File: src/rtl/blink_pkg.sv
// Shared constants and types for the LED blinker command receiver.
// Opcodes, reset values and FSM state encodings live here.
package blink_pkg;

    localparam logic [7:0] OP_MASK      = 8'h4C;
    localparam logic [7:0] OP_PERIOD    = 8'h50;
    localparam logic [7:0] OP_ENABLE    = 8'h45;
    localparam logic [7:0] LED_MASK_RST = 8'h81;
    localparam int         TEN_MS_DIV   = 100;

    typedef enum logic [1:0] {
        RX_IDLE,
        RX_START,
        RX_DATA,
        RX_STOP
    } rx_state_t;

    typedef enum logic {
        P_WAIT_OP,
        P_WAIT_ARG
    } par_state_t;

    function automatic logic takes_arg(input logic [7:0] op);
        return (op == OP_MASK) || (op == OP_PERIOD);
    endfunction

endpackage

File: src/rtl/uart_rx_8n1.sv
// 8N1 UART receiver with 2-flop synchroniser and mid-bit sampling.
// Emits a one-cycle byte_valid or frame_err after the stop sample.
module uart_rx_8n1
    import blink_pkg::*;
#(
    parameter int CLK_FREQ  = 25_000_000,
    parameter int BAUD_RATE = 115_200
) (
    input  logic       clk,
    input  logic       rst_n,
    input  logic       rx,
    output logic [7:0] data,
    output logic       byte_valid,
    output logic       frame_err
);

    localparam int            BAUD_DIV = CLK_FREQ / BAUD_RATE;
    localparam int            CW       = $clog2(BAUD_DIV + 1);
    localparam logic [CW-1:0] DIV_FULL = CW'(BAUD_DIV);
    localparam logic [CW-1:0] DIV_HALF = CW'(BAUD_DIV / 2);
    localparam logic [CW-1:0] CNT_ONE  = CW'(1);

    rx_state_t     r_state;
    rx_state_t     w_state_nxt;
    logic [1:0]    r_sync;
    logic          r_rx_d;
    logic [CW-1:0] r_cnt;
    logic [2:0]    r_bit;
    logic [7:0]    r_shift;
    logic          r_brk;
    logic          r_valid;
    logic          r_ferr;
    logic          w_rx;
    logic          w_exp;

    assign w_rx  = r_sync[1];
    assign w_exp = (r_cnt == CNT_ONE);

    always_ff @(posedge clk or negedge rst_n) begin
        if (!rst_n) begin
            r_state <= RX_IDLE;
        end else begin
            r_state <= w_state_nxt;
        end
    end

    // r_brk: a bad stop bit holds us in STOP until the line idles high
    always_comb begin
        w_state_nxt = r_state;
        unique case (r_state)
            RX_IDLE:  if (r_rx_d && !w_rx) w_state_nxt = RX_START;
            RX_START: if (w_exp) w_state_nxt = w_rx ? RX_IDLE : RX_DATA;
            RX_DATA:  if (w_exp && r_bit == 3'd7) w_state_nxt = RX_STOP;
            RX_STOP:  if (r_brk ? w_rx : (w_exp && w_rx)) w_state_nxt = RX_IDLE;
            default:  w_state_nxt = RX_IDLE;
        endcase
    end

    always_ff @(posedge clk or negedge rst_n) begin
        if (!rst_n) begin
            r_sync  <= 2'b11;
            r_rx_d  <= 1'b1;
            r_cnt   <= DIV_HALF;
            r_bit   <= 3'd0;
            r_shift <= 8'd0;
            r_brk   <= 1'b0;
            r_valid <= 1'b0;
            r_ferr  <= 1'b0;
        end else begin
            r_sync  <= {r_sync[0], rx};
            r_rx_d  <= w_rx;
            r_valid <= 1'b0;
            r_ferr  <= 1'b0;
            unique case (r_state)
                RX_IDLE: begin
                    r_cnt <= DIV_HALF;
                    r_bit <= 3'd0;
                    r_brk <= 1'b0;
                end
                RX_START: begin
                    r_cnt <= w_exp ? DIV_FULL : r_cnt - CNT_ONE;
                end
                RX_DATA: begin
                    if (w_exp) begin
                        r_shift <= {w_rx, r_shift[7:1]};
                        r_bit   <= r_bit + 3'd1;
                        r_cnt   <= DIV_FULL;
                    end else begin
                        r_cnt <= r_cnt - CNT_ONE;
                    end
                end
                RX_STOP: begin
                    if (r_brk) begin
                        if (w_rx) r_brk <= 1'b0;
                    end else if (w_exp) begin
                        r_valid <= w_rx;
                        r_ferr  <= !w_rx;
                        r_brk   <= !w_rx;
                    end else begin
                        r_cnt <= r_cnt - CNT_ONE;
                    end
                end
                default: r_cnt <= DIV_HALF;
            endcase
        end
    end

    assign data       = r_shift;
    assign byte_valid = r_valid;
    assign frame_err  = r_ferr;

endmodule

File: src/rtl/blink_cmd_rx.sv
// UART command front-end for the LED blinker: parses opcode/argument
// frames into registered mask, half-period and enable outputs.
module blink_cmd_rx
    import blink_pkg::*;
#(
    parameter int CLK_FREQ    = 25_000_000,
    parameter int BAUD_RATE   = 115_200,
    parameter int ARG_TIMEOUT = CLK_FREQ / 10
) (
    input  logic        clk,
    input  logic        rst_n,
    input  logic        uart_rx,
    output logic [7:0]  led_mask,
    output logic [31:0] half_period,
    output logic        blink_en,
    output logic        cfg_update,
    output logic        frame_err,
    output logic        cmd_err
);

    localparam int            TW         = $clog2(ARG_TIMEOUT + 1);
    localparam logic [TW-1:0] TMO_LAST   = TW'(ARG_TIMEOUT - 1);
    localparam logic [31:0]   UNIT       = 32'(CLK_FREQ / TEN_MS_DIV);
    localparam logic [31:0]   PERIOD_RST = 32'(CLK_FREQ / 2);

    logic [7:0]  w_data;
    logic        w_byte_valid;
    logic        w_ferr;
    logic        w_tmo_hit;
    logic        w_as_op;
    logic [31:0] w_prod;

    par_state_t  r_state;
    par_state_t  w_state_nxt;
    logic [7:0]  r_op;
    logic [TW-1:0] r_tmo;
    logic [7:0]  r_mask;
    logic [31:0] r_period;
    logic        r_en;
    logic        r_cfg;
    logic        r_ferr;
    logic        r_cerr;

    logic [7:0]    w_op_nxt;
    logic [TW-1:0] w_tmo_nxt;
    logic [7:0]    w_mask_nxt;
    logic [31:0]   w_period_nxt;
    logic          w_en_nxt;
    logic          w_cfg_nxt;
    logic          w_ferr_nxt;
    logic          w_cerr_nxt;

    uart_rx_8n1 #(
        .CLK_FREQ  (CLK_FREQ),
        .BAUD_RATE (BAUD_RATE)
    ) u_rx (
        .clk        (clk),
        .rst_n      (rst_n),
        .rx         (uart_rx),
        .data       (w_data),
        .byte_valid (w_byte_valid),
        .frame_err  (w_ferr)
    );

    // A byte landing on the timeout cycle is decoded as a fresh opcode
    assign w_tmo_hit = (r_state == P_WAIT_ARG) && (r_tmo == TMO_LAST);
    assign w_as_op   = (r_state == P_WAIT_OP) || w_tmo_hit;
    assign w_prod    = {24'd0, w_data} * UNIT;

    always_ff @(posedge clk or negedge rst_n) begin
        if (!rst_n) begin
            r_state <= P_WAIT_OP;
        end else begin
            r_state <= w_state_nxt;
        end
    end

    always_comb begin
        w_state_nxt = r_state;
        if (w_byte_valid && w_as_op) begin
            w_state_nxt = takes_arg(w_data) ? P_WAIT_ARG : P_WAIT_OP;
        end else if (w_byte_valid || w_ferr || w_tmo_hit) begin
            w_state_nxt = P_WAIT_OP;
        end
    end

    always_comb begin
        w_op_nxt     = r_op;
        w_tmo_nxt    = (r_state == P_WAIT_ARG) ? r_tmo + TW'(1) : r_tmo;
        w_mask_nxt   = r_mask;
        w_period_nxt = r_period;
        w_en_nxt     = r_en;
        w_cfg_nxt    = 1'b0;
        w_ferr_nxt   = 1'b0;
        w_cerr_nxt   = 1'b0;
        if (w_byte_valid && w_as_op) begin
            if (w_data == OP_ENABLE) begin
                w_en_nxt  = 1'b1;
                w_cfg_nxt = 1'b1;
            end else if (takes_arg(w_data)) begin
                w_op_nxt   = w_data;
                w_tmo_nxt  = '0;
                w_cerr_nxt = w_tmo_hit;
            end else begin
                w_cerr_nxt = 1'b1;
            end
        end else if (w_byte_valid) begin
            w_cfg_nxt = 1'b1;
            if (r_op == OP_MASK) begin
                w_mask_nxt = w_data;
            end else if (w_data == 8'd0) begin
                w_en_nxt = 1'b0;
            end else begin
                w_period_nxt = w_prod;
                w_en_nxt     = 1'b1;
            end
        end else if (w_ferr) begin
            w_ferr_nxt = 1'b1;
        end else if (w_tmo_hit) begin
            w_cerr_nxt = 1'b1;
        end
    end

    always_ff @(posedge clk or negedge rst_n) begin
        if (!rst_n) begin
            r_op     <= OP_MASK;
            r_tmo    <= '0;
            r_mask   <= LED_MASK_RST;
            r_period <= PERIOD_RST;
            r_en     <= 1'b1;
            r_cfg    <= 1'b0;
            r_ferr   <= 1'b0;
            r_cerr   <= 1'b0;
        end else begin
            r_op     <= w_op_nxt;
            r_tmo    <= w_tmo_nxt;
            r_mask   <= w_mask_nxt;
            r_period <= w_period_nxt;
            r_en     <= w_en_nxt;
            r_cfg    <= w_cfg_nxt;
            r_ferr   <= w_ferr_nxt;
            r_cerr   <= w_cerr_nxt;
        end
    end

    assign led_mask    = r_mask;
    assign half_period = r_period;
    assign blink_en    = r_en;
    assign cfg_update  = r_cfg;
    assign frame_err   = r_ferr;
    assign cmd_err     = r_cerr;

endmodule

File: config.mk
export PLATFORM = sky130hd
export DESIGN_NAME = blink_cmd_rx
export DESIGN_NICKNAME = d
export VERILOG_FILES = /design/src/rtl/blink_pkg.sv /design/src/rtl/uart_rx_8n1.sv /design/src/rtl/blink_cmd_rx.sv
export SDC_FILE = /design/constraint.sdc
export NUM_CORES = 1
export LEC_CHECK = 0
export CAP_MARGIN = 20
export CORE_MARGIN = 2
export CORE_UTILIZATION = 55
export DETAILED_ROUTE_END_ITERATION = 8
export PLACE_DENSITY = 0.82
export REMOVE_ABC_BUFFERS = 1
export SYNTH_ARGS = -nofsm -noshare
export SYNTH_HDL_FRONTEND = slang
export SYNTH_SLANG_ARGS = --single-unit
File: constraint.sdc
create_clock -name clk -period 5.1 [get_ports clk]
set_clock_uncertainty 0.05 [all_clocks]
set_input_delay 0.51 -clock clk [delete_from_list [all_inputs] [get_ports clk]]
set_output_delay 0.51 -clock clk [all_outputs]
set_load 0.03 [all_outputs]
==> results.yml, run 1 <==
route:
  routed_wl_microns: 12300
  highest_layer: "met4"
  dr.pass1.iters: 5
  met1_length_microns: 5560
  dr_wl_met3_microns: 632
  num_vias: 4492
  viasPerCell: 5.83
  wire_per_inst_microns: 16.0
  final_antenna_net_count: 0
  drt_iter0_drc: 266
  dr_wl_met2_microns: 5900
  drc_errors: 0
sta:
  min_period_over_period_pct: 83.0
  slew_viol_final: 0
  setup_violations: 0
  worst_pin_slew_ps: 745
  fin_tns_setup_ps: 0
  rsz0062_at_grt: "false"
  maxSlewHeadroom_pct: 49.8
  max_freq_mhz: 236
  hold_violations: 0
  period_needed_ps: 4240
power_and_ir_drop:
  power_w: 0.00175
  p_leak_nw: 3.28
  power_density_nw_per_um2: 257
  vdd_drop_max_v: 0.000208
clock_tree:
  cts.sinks: 92
  numCtsBuffers: 9
  cts_tree: "built"
  clkTransAtPathRegs_ps: 100
  htreeDepth: 3
  cts-root-buf: "clkbuf_8"
  post_cts_buffers: 0
  clockBufferDepth: 2
  clock_latency_ps: 380
  cts_hold_buf: 0
  cts_resized: 0
global_routing:
  grt_antenna_before_repair: 0
  grt_use_total_pct: 22.2
  grt-ovfl-total: 0
  grt_max_degree: 51
  grt_pass1_wl_microns: 20800
  grt_pass1_vias: 4318
status:
  status: "finished, final reports clean"
placement:
  place_congestion: 0.943
  numPortBuffers: 36
  dpl.cell_count: 755
  dp_hpwl_microns: 8920
cells_and_area:
  nNetsFinal: 716
  num_antenna_cells: 0
  finish.utilization_pct: 62.4
  drive_above_1_share_pct: 13.0
  finalNonFillerCells: 771
  area_growth_syn_to_layout_pct: 10.3
  final.fill_count: 826
job:
  max_cap_violations: 0
worst_setup_path:
  endpoint_kind: "flip-flop"
  critPathKind: "reg2reg"
  timing.rr.start: "u_rx.data[4]$_DFFE_PN0P_"
  crit_required_ps: 5280
  startpoint: "u_rx.data[4]$_DFFE_PN0P_"
  startpoint_type: "flip-flop"
  path_max_fanout: 14
  crit_arrival_ps: 4410
floorplan:
  coreArea_sq_um: 10900
  die_h_microns: 110
  rows: 38
  start_util_pct: 56.6
  dieArea_sq_um: 12100
  boundaryPins: 47
  die_w_microns: 110
yosys:
  synth.area.top_cells: "dfrtp_1, ha_1, dfstp_2"
  synth_edf_count: 0
  synthArstFlopShare_pct: 100
  synth_area_sq_um: 6160
  yosys.area.top_type_share_pct: 27.2
  yosysTopAreaCell: "dfrtp_1"
  syn_avg_cell_area_sq_um: 10.4
  ys_seq_area_share_pct: 37.9
  synthCells: 593
  synthTopCellsByCount: "ha_1, dfrtp_1, inv_1"
  yosysMostFrequentCell: "ha_1"
  yosysWarningCount: 0
  synthDistinctLibCells: 61
  ys_seq_elements: 92
  ys.flop_type: "dfrtp_1"
min_path:
  hold_path_class: "in2async"
per-layer routing:
layer	vias to the layer above	global-route usage [%]
met5	-	0
li1	2133	-
met1	2207	30.5
met4	0	7.59
met3	27	4.03
met2	125	35.3
per-stage QoR:
step | cell area [sq um] | hold slack, ps | worst slack, ps
global route | 6800 | 103 | 595
detailed placement | 6610 | 297 | 891
CTS | 6800 | 77.9 | 863
global placement | 6580 | 296 | 1110
finish | 6800 | 56.7 | 865
floorplan | 6030 | 164 | 1330
layout make-up:
cell class	instances	area (sq um)	area share, %
Clock buffer	11	131	1.93
Clock inverter	5	60.1	0.883
Inverter	60	225	3.31
Multi-Input combinational cell	424	3470	51.1
Sequential cell	92	2330	34.3
Tap cell	140	175	2.58
Timing Repair Buffer	39	400	5.89
power breakdown:
group	internal [W]	switching, W	leakage [nW]
Sequential	0.000784	0.0000519	1.19
Combinational	0.000156	0.000257	2.00
Clock	0.000230	0.000268	0.0943
sequential cells by signal, indices dropped and copies added, names as in the netlist, 2 cells and up, named ones only:
| name | count |
|---|---|
| u_rx.r_sync | 2 |
| u_rx.data | 8 |
| r_tmo | 22 |
| half_period | 22 |
| r_op | 8 |
| led_mask | 8 |
| u_rx.r_bit | 3 |
| u_rx.r_cnt | 8 |
cell usage in the layout (no fill, tap or decap), types with 8 or more instances in the layout:
| cell type | n |
|---|---|
| and3_1 | 8 |
| nand2_1 | 30 |
| nor2_1 | 34 |
| a31oi_1 | 8 |
| conb_1 | 10 |
| xnor2_1 | 28 |
| nand3_1 | 12 |
| inv_1 | 60 |
| clkbuf_8 | 9 |
| a21oi_1 | 15 |
| clkdlybuf4s50_1 | 35 |
| nor3_1 | 16 |
| ha_1 | 70 |
| fa_1 | 17 |
| dfstp_2 | 25 |
| o31ai_1 | 8 |
| o21ai_0 | 40 |
| mux2_2 | 26 |
| dfrtp_1 | 67 |
critical path, cell delays in order (launching register included):
cell      delay (ps)
dfrtp_1          690
fa_1             540
ha_1             290
inv_1             50
fa_1             510
fa_1             540
inv_1             40
ha_1             380
and3_1           210
nor4bb_1         370
a221o_1          220
xnor2_1          110
o21ai_0           80
path summary, 6_finish.rpt:
kind	end	slack, ps	cells after the start
setup / recovery	half_period[22]$_DFFE_PN0P_	860	12
min in group clk	u_rx.r_sync[1]$_DFF_PN1_	310	0
setup reg to reg	half_period[22]$_DFFE_PN0P_	860	12
hold reg to reg	u_rx.r_sync[1]$_DFF_PN1_	310	0
hold / removal	r_tmo[20]$_DFF_PN0_	60	1
max in group asynchronous	u_rx.data[6]$_DFFE_PN0P_	3930	2
cell families after synthesis:
family,Yosys count,synth area share [%]
simple gates,143,12.4
flops,92,37.9
compound gates,115,12.2
mux,34,6.46
fa+ha+maj,87,19.7
other cells,1,0.0608
xor+xnor,35,4.97
buf+inv,86,6.33
No activity file was read; power rests on OpenSTA's default activity.
==> inputs of run 2 (changes only) <==
==> constraint.sdc (replaced) <==
create_clock -name clk -period 4.3 [get_ports clk]
set_clock_uncertainty 0.05 [all_clocks]
set_input_delay 0.43 -clock clk [delete_from_list [all_inputs] [get_ports clk]]
set_output_delay 0.43 -clock clk [all_outputs]
set_load 0.03 [all_outputs]
==> run 2 against run 1 <==
Critical path depth is the same. Hold slack got worse by 11 ps. Clock power rose by 24%. Cell count rose by 0.78%. Total power up 21%. Global-route usage is 1.1 points higher. Sequential power is 18% higher. Fmax grew 6.7%. Cell area grew 0.59%. Count of clock-buffer cells in the layout down 1. Combinational power grew 21%.
==> results.yml, run 2 (synthesis gave the netlist of run 1 again) <==
sta:
  hold_violations: 0
  holdWs_ps: 45.9
  maxSlewHeadroom_pct: 44.5
  slew_viol_final: 0
  setup_violations: 0
  worst_pin_slew_ps: 830
  setup_ws_ps: 330
  period_needed_ps: 3970
  min_period_over_period_pct: 92.3
  max_freq_mhz: 252
  rsz0062_at_grt: "false"
  fin_tns_setup_ps: 0
power_and_ir_drop:
  p_sw_w: 0.000703
  pwr-share-clk_pct: 29.3
  power_density_nw_per_um2: 309
  p_int_w: 0.00141
  vdd_drop_max_v: 0.000280
  seqPwrFrac_pct: 46.9
  power_w: 0.00211
  p_leak_nw: 3.33
  p_comb_share_pct: 23.8
  switching_share_pct: 33.3
cells_and_area:
  drive_above_1_share_pct: 14.1
  area_growth_syn_to_layout_pct: 11.0
  mostFrequentLayoutCells: "ha_1, dfrtp_1, inv_1, o21ai_0, clkdlybuf4s50_1"
  nNetsFinal: 722
  num_antenna_cells: 0
  final.fill_count: 839
  multi_input_area_sq_um: 3470
  finish.utilization_pct: 62.8
  seq_area_sq_um: 2330
  final_common_cell: "ha_1"
worst_setup_path:
  critPathKind: "reg2reg"
  timing.rr.start: "u_rx.data[3]$_DFFE_PN0P_"
  startpoint_type: "flip-flop"
  slowest_delay_ps: 550
  regToRegSetupSlack_ps: 330
  endpoint_kind: "flip-flop"
  rr_worst_depth: 12
  r2r_end: "half_period[22]$_DFFE_PN0P_"
  crit_required_ps: 4540
  timing.critical_path.mode_cell: "fa_1"
  path_buf_inv: 2
  crit_chain: "fa_1 -> ha_1 -> inv_1 -> fa_1 -> inv_1 -> fa_1 -> ha_1 -> and3_1 -> nor4bb_1 -> a221o_1 -> xnor2_1 -> o21ai_0"
  cpLargestDelayFamily: "adder cells"
  crit_arrival_ps: 4210
  path_max_fanout: 9
  cp_slowest_cell: "dfrtp_1"
clock_tree:
  cts.sinks: 92
  cts_hold_buf: 0
  numCtsBuffers: 9
  clock_latency_ps: 380
  htreeDepth: 3
  cts_tree: "built"
  cts-root-buf: "clkbuf_8"
  clkTransAtPathRegs_ps: 90
  post_cts_buffers: 0
  cts_resized: 0
  clockBufferDepth: 2
job:
  max_cap_violations: 0
global_routing:
  grt_max_degree: 57
  grt_use_total_pct: 23.3
  grt_pass1_vias: 4656
  grt_antenna_before_repair: 0
  grt-ovfl-total: 0
  grt_pass1_wl_microns: 21900
route:
  wire_per_inst_microns: 16.5
  routed_wl_microns: 12800
  final_antenna_net_count: 0
  viasPerCell: 5.86
  drc_errors: 0
  drt_iter0_drc: 224
  dr.pass1.iters: 6
  num_vias: 4555
floorplan:
  die_w_microns: 110
  start_util_pct: 56.6
  die_h_microns: 110
  boundaryPins: 47
  dieArea_sq_um: 12100
  coreArea_sq_um: 10900
  rows: 38
placement:
  place_congestion: 0.928
  dp_hpwl_microns: 9410
  dp_slack_ps: 359
  numPortBuffers: 36
min_path:
  hold_path_class: "in2async"
status:
  status: "finished, final reports clean"
==> run 2: changes by cell type in the layout (fill, tap and decap cells not counted) <==
cell / delta
buf_16: -1
clkinv_4: +1
clkbuf_1: -2
inv_6: -1
buf_4: +7
clkbuf_8: +1
inv_8: +1
clkinvlp_4: -1
clkinv_2: +1
==> run 2: power groups by stage <==
| stage | Clock [W] | Combinational (W) | Sequential (W) |
|---|---|---|---|
| floorplan | 0 | 0.000367 | 0.000987 |
| global placement | 0 | 0.000460 | 0.000997 |
| detailed placement | 0 | 0.000494 | 0.00100 |
| CTS | 0.000632 | 0.000493 | 0.000987 |
| global route | 0.000668 | 0.000561 | 0.000993 |
| finish | 0.000618 | 0.000501 | 0.000990 |
==> run 2: worst max path at each step <==
stage,startpoint,endpoint,slack (ps),cells after the start
detailed placement,u_rx.data[3]$_DFFE_PN0P_,half_period[22]$_DFFE_PN0P_,360,12
finish,u_rx.data[3]$_DFFE_PN0P_,half_period[22]$_DFFE_PN0P_,330,12
CTS,u_rx.data[3]$_DFFE_PN0P_,half_period[22]$_DFFE_PN0P_,340,12
global placement,u_rx.data[3]$_DFFE_PN0P_,half_period[24]$_DFFE_PN0P_,450,12
floorplan,u_rx.data[4]$_DFFE_PN0P_,half_period[22]$_DFFE_PN0P_,530,12
global route,u_rx.data[3]$_DFFE_PN0P_,half_period[23]$_DFFE_PN1P_,80,12
==> run 2: metal layers <==
metal | track usage, % | vias to the layer above | share of wire, %
met4 | 8.14 | 0 | 1.8
met1 | 31.3 | 2281 | 45
met5 | 0 | - | 0
met2 | 37.8 | 109 | 49
met3 | 4.15 | 23 | 4.0
li1 | - | 2142 | -
==> run 2: final cells by class <==
class / instances / area share, %
Multi-Input combinational cell: 424 / 50.8
Sequential cell: 92 / 34.1
Timing Repair Buffer: 45 / 6.22
Inverter: 60 / 3.29
Tap cell: 140 / 2.56
Clock buffer: 10 / 2.01
Clock inverter: 6 / 1.01
==> run 2: per-stage QoR <==
stage	cell area [sq um]	std cells
after detailed placement	6630	761
after CTS	6840	777
final	6840	777
after global placement	6630	761
after floorplan	6030	576
after global routing	6840	777
==> run 2: worst register-to-register path, delay by kind of cell, from the launching register on <==
kind	cells	cell delay, ps
fa+ha+maj	5	2190
flops	1	550
compound gates	2	510
simple gates	2	360
xor+xnor	1	120
buf+inv	2	110
